$ cat config.mk
export PLATFORM = sky130hd
export DESIGN_NAME = fifo_frame_reader
export DESIGN_NICKNAME = d
export VERILOG_FILES = /design/src/rtl/fifo_pkg.sv /design/src/rtl/stream_out_reg.sv /design/src/rtl/fifo_frame_reader.sv
export SDC_FILE = /design/constraint.sdc
export NUM_CORES = 1
export LEC_CHECK = 0
export ABC_AREA = 1
export ABC_CLOCK_PERIOD_IN_PS = 9400
export CORE_MARGIN = 2
export CORE_UTILIZATION = 30
export CTS_CLUSTER_DIAMETER = 100
export DETAILED_ROUTE_END_ITERATION = 8
export GPL_TIMING_DRIVEN = 1
export PLACE_DENSITY = 0.6
export SYNTH_ARGS = -nofsm -noshare
export SYNTH_HDL_FRONTEND = slang
export SYNTH_SLANG_ARGS = --single-unit
$ cat constraint.sdc
create_clock -name rd_clk -period 9.4 [get_ports rd_clk]
set_input_delay 1.41 -clock rd_clk [delete_from_list [all_inputs] [get_ports rd_clk]]
set_output_delay 1.41 -clock rd_clk [all_outputs]
set_load 0.005 [all_outputs]
$ cat src/rtl/fifo_pkg.sv
`default_nettype none
// ============================================================================
// Package     : fifo_pkg
// Description : Shared widths, default frame words and FSM state codes for
//               the FIFO frame reader.
// Revision    : 1.0 - initial release
// ============================================================================
package fifo_pkg;

  // Word width of the FIFO read port and of the output stream
  localparam int DATA_WIDTH = 16;

  // Default frame marker and filler word
  localparam logic [DATA_WIDTH-1:0] HEADER_DEFAULT   = 16'hA5A5;
  localparam logic [DATA_WIDTH-1:0] PAD_WORD_DEFAULT = 16'h0000;

  // FSM state encodings
  localparam logic [2:0] c_st_idle     = 3'd0;
  localparam logic [2:0] c_st_header   = 3'd1;
  localparam logic [2:0] c_st_payload  = 3'd2;
  localparam logic [2:0] c_st_pad      = 3'd3;
  localparam logic [2:0] c_st_checksum = 3'd4;

  typedef enum logic [2:0] {
    S_IDLE     = c_st_idle,
    S_HEADER   = c_st_header,
    S_PAYLOAD  = c_st_payload,
    S_PAD      = c_st_pad,
    S_CHECKSUM = c_st_checksum
  } state_t;

endpackage : fifo_pkg
`default_nettype wire

$ cat src/rtl/stream_out_reg.sv
`default_nettype none
// ============================================================================
// Module      : stream_out_reg
// Description : Single-entry valid/ready output register. Holds data/last
//               stable while valid is high and not yet accepted, and reports
//               when a new word may be loaded.
// Revision    : 1.0 - initial release
// ============================================================================
module stream_out_reg #(
  parameter int DATA_WIDTH = 16
) (
  input  logic                  clk,
  input  logic                  rst,
  input  logic                  i_load,
  input  logic [DATA_WIDTH-1:0] i_data,
  input  logic                  i_last,
  input  logic                  i_ready,
  output logic [DATA_WIDTH-1:0] o_data,
  output logic                  o_valid,
  output logic                  o_last,
  output logic                  o_slot_free
);

  logic [DATA_WIDTH-1:0] r_data;
  logic                  r_valid;
  logic                  r_last;

  // Slot can take a new word if empty or its current word leaves this edge
  assign o_slot_free = ~r_valid | i_ready;

  // Load a new word, or drop valid once the held word has been accepted
  always_ff @(posedge clk) begin
    if (rst) begin
      r_data  <= '0;
      r_valid <= 1'b0;
      r_last  <= 1'b0;
    end else if (i_load) begin
      r_data  <= i_data;
      r_valid <= 1'b1;
      r_last  <= i_last;
    end else if (i_ready) begin
      r_valid <= 1'b0;
      r_last  <= 1'b0;
    end
  end

  assign o_data  = r_data;
  assign o_valid = r_valid;
  assign o_last  = r_last;

endmodule : stream_out_reg
`default_nettype wire

$ cat src/rtl/fifo_frame_reader.sv
`default_nettype none
// ============================================================================
// Module      : fifo_frame_reader
// Description : Drains 16-bit words from the async FIFO read side and emits
//               framed packets (HEADER, payload, additive checksum) on a
//               valid/ready stream; pads partial frames after an idle timeout.
// Revision    : 1.0 - initial release
// ============================================================================
module fifo_frame_reader #(
  parameter int                                DATA_WIDTH = fifo_pkg::DATA_WIDTH,
  parameter int                                FRAME_LEN  = 4,
  parameter logic [fifo_pkg::DATA_WIDTH-1:0]   HEADER     = fifo_pkg::HEADER_DEFAULT,
  parameter logic [fifo_pkg::DATA_WIDTH-1:0]   PAD_WORD   = fifo_pkg::PAD_WORD_DEFAULT,
  parameter int                                TIMEOUT    = 8
) (
  input  logic                  rd_clk,
  input  logic                  reset,
  input  logic                  fifo_empty,
  input  logic [DATA_WIDTH-1:0] fifo_data,
  output logic                  rd_en,
  output logic [DATA_WIDTH-1:0] m_data,
  output logic                  m_valid,
  output logic                  m_last,
  input  logic                  m_ready,
  output logic [15:0]           frame_count,
  output logic                  busy
);

  import fifo_pkg::*;

  localparam logic [7:0]  c_frame_len = 8'(FRAME_LEN);
  localparam logic [15:0] c_timeout   = 16'(TIMEOUT);

  state_t                r_state;
  state_t                w_state_nxt;
  logic [DATA_WIDTH-1:0] r_sum;
  logic [7:0]            r_cnt;
  logic [15:0]           r_tmo;
  logic [15:0]           r_frame_count;

  logic                  w_slot_free;
  logic                  w_load;
  logic [DATA_WIDTH-1:0] w_load_data;
  logic                  w_load_last;
  logic                  w_pop;
  logic                  w_add;
  logic                  w_tmo_inc;
  logic                  w_clr_frame;
  logic                  w_frame_done;
  logic [7:0]            w_cnt_inc;
  logic [15:0]           w_tmo_inc_val;
  logic                  w_last_word;

  assign w_cnt_inc     = r_cnt + 8'd1;
  assign w_tmo_inc_val = r_tmo + 16'd1;
  assign w_last_word   = (w_cnt_inc == c_frame_len);

  // State register
  always_ff @(posedge rd_clk) begin
    if (reset) begin
      r_state <= S_IDLE;
    end else begin
      r_state <= w_state_nxt;
    end
  end

  // Next-state and slot/pop/counter control; the timeout is taken on the
  // increment that reaches TIMEOUT, so words arriving afterwards are never
  // popped into a frame that is already padding
  always_comb begin
    w_state_nxt  = r_state;
    w_load       = 1'b0;
    w_load_data  = '0;
    w_load_last  = 1'b0;
    w_pop        = 1'b0;
    w_add        = 1'b0;
    w_tmo_inc    = 1'b0;
    w_clr_frame  = 1'b0;
    w_frame_done = 1'b0;
    case (r_state)
      S_IDLE: begin
        if (!fifo_empty) w_state_nxt = S_HEADER;
      end
      S_HEADER: begin
        if (w_slot_free) begin
          w_load      = 1'b1;
          w_load_data = HEADER;
          w_clr_frame = 1'b1;
          w_state_nxt = S_PAYLOAD;
        end
      end
      S_PAYLOAD: begin
        if (!fifo_empty && w_slot_free) begin
          w_pop       = 1'b1;
          w_load      = 1'b1;
          w_load_data = fifo_data;
          w_add       = 1'b1;
          if (w_last_word) w_state_nxt = S_CHECKSUM;
        end else if (fifo_empty && w_slot_free && (c_timeout != 16'd0)
                     && (r_tmo != c_timeout)) begin
          w_tmo_inc = 1'b1;
          if (w_tmo_inc_val == c_timeout) w_state_nxt = S_PAD;
        end
      end
      S_PAD: begin
        if (w_slot_free) begin
          w_load      = 1'b1;
          w_load_data = PAD_WORD;
          w_add       = 1'b1;
          if (w_last_word) w_state_nxt = S_CHECKSUM;
        end
      end
      S_CHECKSUM: begin
        if (w_slot_free) begin
          w_load       = 1'b1;
          w_load_data  = r_sum;
          w_load_last  = 1'b1;
          w_frame_done = 1'b1;
          w_state_nxt  = fifo_empty ? S_IDLE : S_HEADER;
        end
      end
      default: w_state_nxt = S_IDLE;
    endcase
  end

  // Checksum, word counter, idle-timeout counter and completed-frame counter
  always_ff @(posedge rd_clk) begin
    if (reset) begin
      r_sum         <= '0;
      r_cnt         <= 8'd0;
      r_tmo         <= 16'd0;
      r_frame_count <= 16'd0;
    end else begin
      if (w_clr_frame) begin
        r_sum <= '0;
        r_cnt <= 8'd0;
        r_tmo <= 16'd0;
      end else begin
        if (w_add) begin
          r_sum <= r_sum + w_load_data;
          r_cnt <= w_cnt_inc;
        end
        if (w_pop) begin
          r_tmo <= 16'd0;
        end else if (w_tmo_inc) begin
          r_tmo <= w_tmo_inc_val;
        end
      end
      if (w_frame_done) r_frame_count <= r_frame_count + 16'd1;
    end
  end

  stream_out_reg #(
    .DATA_WIDTH (DATA_WIDTH)
  ) u_stream_out_reg (
    .clk         (rd_clk),
    .rst         (reset),
    .i_load      (w_load),
    .i_data      (w_load_data),
    .i_last      (w_load_last),
    .i_ready     (m_ready),
    .o_data      (m_data),
    .o_valid     (m_valid),
    .o_last      (m_last),
    .o_slot_free (w_slot_free)
  );

  assign rd_en       = w_pop & ~reset;
  assign frame_count = r_frame_count;
  assign busy        = (r_state != S_IDLE);

endmodule : fifo_frame_reader
`default_nettype wire

==> summary.md <==
| Metric | Value |
|---|---|
| Hold buffer count at CTS | 0 |
| Final hold viol count | 0 |
| Post-route ant nets | 0 |
| Synth cell types | 42 |
| Synth area leaders | dfxtp_1, nand2_1, inv_1, a21oi_1, nor2_1 |
| Area growth syn-to-layout | 21.6% |
| Critical path's top delay family | buffers and inverters |
| CP Max Fanout | 16 |
| CTS Buf Count | 9 |
| Number of max-cap violations | 0 |
| Placed Cells | 921 |
| Vias | 4410 |
| Clock skew | 0.00835 ns |
| Final TNS setup | 0 ns |
| CTS tree | done |
| CP Cell Sequence | clkdlybuf4s50_1 > inv_1 > nand2_1 > inv_2 > nor2_1 > nand2_1 > inv_2 > a21oi_1 > o21ai_0 > ha_1 > inv_1 > fa_1 > nand3b_1 > nand2_1 > inv_1 > o21bai_1 > nand2_1 > nand2_1 > nand2_1 > nand2_1 > xor2_1 > o21bai_1 > inv_1 |
| Pwr Density | 217 mW/mm² |
| Post-Syn Area | 0.00468 mm² |
| Die Span Y | 129 µm |
| Post_cts resized | 0 |
| Slew at the pin closest to its max-slew limit | 1.04 ns |
| Worst setup SP type | input pin |
| Die Width | 129 µm |
| FP Rows | 45 |
| Largest net degree at the start of global routing | 31 |
| Post-DP HPWL | 8430 µm |
| Register area share after synthesis | 33.0% |
| Post-CTS Setup Inserts | 0 |
| Post-Route WL | 11400 µm |
| Clock Sinks | 77 |
| Final period util | 50.3% |
| Share of the synthesized area in the top cell type | 33.0% |
| Static Leak | 2.51 nW |
| Final-report setup violation count | 0 |
| Req. time, crit path | 9.64 ns |
| Worst Hold Class | reg -> reg |
| Max incr delay on CP | 0.47 ns |
| Deepest clock path buffer count | 2 |
| Syn Area/Cell | 6.76 µm² |
| Minimum period implied by the final worst setup slack | 4.72 ns |
| FILL cells | 1623 |
| Slowest-stage cell, CP | clkdlybuf4s50_1 |
| Dominant cell by count in the synthesized netlist | nand2_1 |
| Core area | 0.0152 mm² |
| Antenna cells | 0 |
| Post-synth top cells | nand2_1, inv_1, dfxtp_1, nor2_1, a21oi_1 |
| Syn Nets | 734 |
| Crit-path most repeated cell | nand2_1 |
| Pins Over Slew Limit | 0 |
| Vias in the first global route | 3995 |
| Yosys warns | 0 |
| Status | complete, no violations |
| CP Buf/Inv Count | 7 |
| I/O Buffers | 55 |
| Final non-filler cell total | 934 |
| Iteration-0 DRC Markers | 285 |
| Maximum clock frequency | 212 MHz |
| First-pass GRT wire length | 19100 µm |
| Ys flop type | dfxtp_1 |
| Routed len/inst | 12.2 µm |
| Maximum vdd drop | 0.000124 V |
| Layout net count | 786 |
| H-tree levels | 3 |
| FF+latch count, synth | 77 |
| Initial antenna violation count | 0 |
| DR DRC count | 0 |
| Starting Density | 30.8% |
| Clk slew on worst S/H paths | 0.06 ns |
| Root buffer cell | clkbuf_16 |
| Worst path arrival time | 4.96 ns |
| Ports | 56 |
| CP Class | in -> reg |
| Clk Latency, worst-skew pair | 0.34 ns |
| Number of synthesized flops with an enable pin | 0 |
| GRT Overall Usage | 14.5% |
| Die area | 0.0166 mm² |
| Post-Syn Instances | 692 |
| RSZ-0062 raised after global routing | no |
| Ys async rst share | 0% |
| Routability congestion estimate | 0.823 |
| Normalized max-slew margin | 30.4% |
| Layout cells sized above 1 | 7.91% |
| Pre-antenna DRT Iters | 4 |
| Synth area leader | dfxtp_1 |
| Critical path endpoint category | flop |
| Grt ovf | 0 |
| Vias per cell | 4.72 |
==> cells by family (layout without fill, tap and decap cells) <==
kind of cell / after synthesis / after routing / share of synthesized area (%)
simple gates: 299 / 299 / 29.4
fa+ha+maj: 22 / 22 / 6.05
compound gates: 154 / 154 / 18.3
xor+xnor: 16 / 16 / 3.00
flops: 77 / 77 / 33.0
buf+inv: 124 / 178 / 10.2
==> where the power goes <==
group          total, mW  internal, mW  leakage (nW)  switching, mW
Combinational      0.451         0.174          1.74          0.277
Sequential         0.433         0.383         0.624         0.0504
Clock              0.348         0.215         0.143          0.133
Total               1.23         0.772          2.51          0.460
==> cells in the final DEF (no fill, tap or decap), types with 12 or more instances in the layout <==
cell type        count
nand3_1             39
ha_1                21
o21ai_0             44
clkdlybuf4s50_1     55
a21oi_1             69
nand2_1            134
dfxtp_1             77
xor2_1              12
inv_1               98
nor2_1              72
nor3_1              13
==> per-layer routing <==
layer / wire (µm) / part of all wire [%] / global-route usage, %
met1: 5800 / 51 / 19.9
met2: 4890 / 43 / 21.9
met3: 499 / 4.4 / 4.12
met4: 201 / 1.8 / 4.73
met5: 0 / 0 / 0
==> sequential cells by signal (all words and copies together), names as in the netlist <==
signal,cells
r_cnt,8
u_stream_out_reg.o_data,16
u_stream_out_reg.o_valid,1
r_state,3
r_tmo,16
r_sum,16
frame_count,16
u_stream_out_reg.o_last,1
==> cell type report <==
class	count	area (µm²)	share of cell area (%)
multi-input cells	491	2660	46.7
flip-flops and latches	77	1540	27.1
repair buffers	56	558	9.81
inverters	109	409	7.19
clock buffers	11	253	4.44
well taps	188	235	4.14
clock inverters	2	35.0	0.616
==> stage by stage <==
step / instance area, µm² / util, % / power (mW) / setup slack, ns / hold slack [ns]
6_report: 5690 / 37.4 / 1.23 / 4.68 / 0.463
5_1_grt: 5690 / 37.4 / 1.33 / 4.26 / 0.480
4_1_cts: 5690 / 37.4 / 1.25 / 4.69 / 0.465
3_5_place_dp: 5400 / 35.5 / 0.892 / 4.34 / 0.456
3_3_place_gp: 5400 / 35.5 / 0.892 / 4.47 / 0.453
2_1_floorplan: 4680 / - / 0.754 / 5.44 / 0.443
==> worst paths after layout <==
check	startpoint	to	slack, ns	cells past startpoint
max	m_ready	r_sum[12]	4.68	23
min	u_stream_out_reg.o_data[12]	u_stream_out_reg.o_data[12]	0.46	2
max reg2reg	r_state[0]	r_sum[12]	5.91	19
min reg2reg	u_stream_out_reg.o_data[12]	u_stream_out_reg.o_data[12]	0.46	2
==> tightest hold or removal path, delay by kind of cell (launching register included) <==
kind | cells | cell delay, ns
and+or+nand+nor | 1 | 0.06
DFF | 1 | 0.31
AOI/OAI and AO/OA | 1 | 0.05
Power figures use the tool's default switching activity.
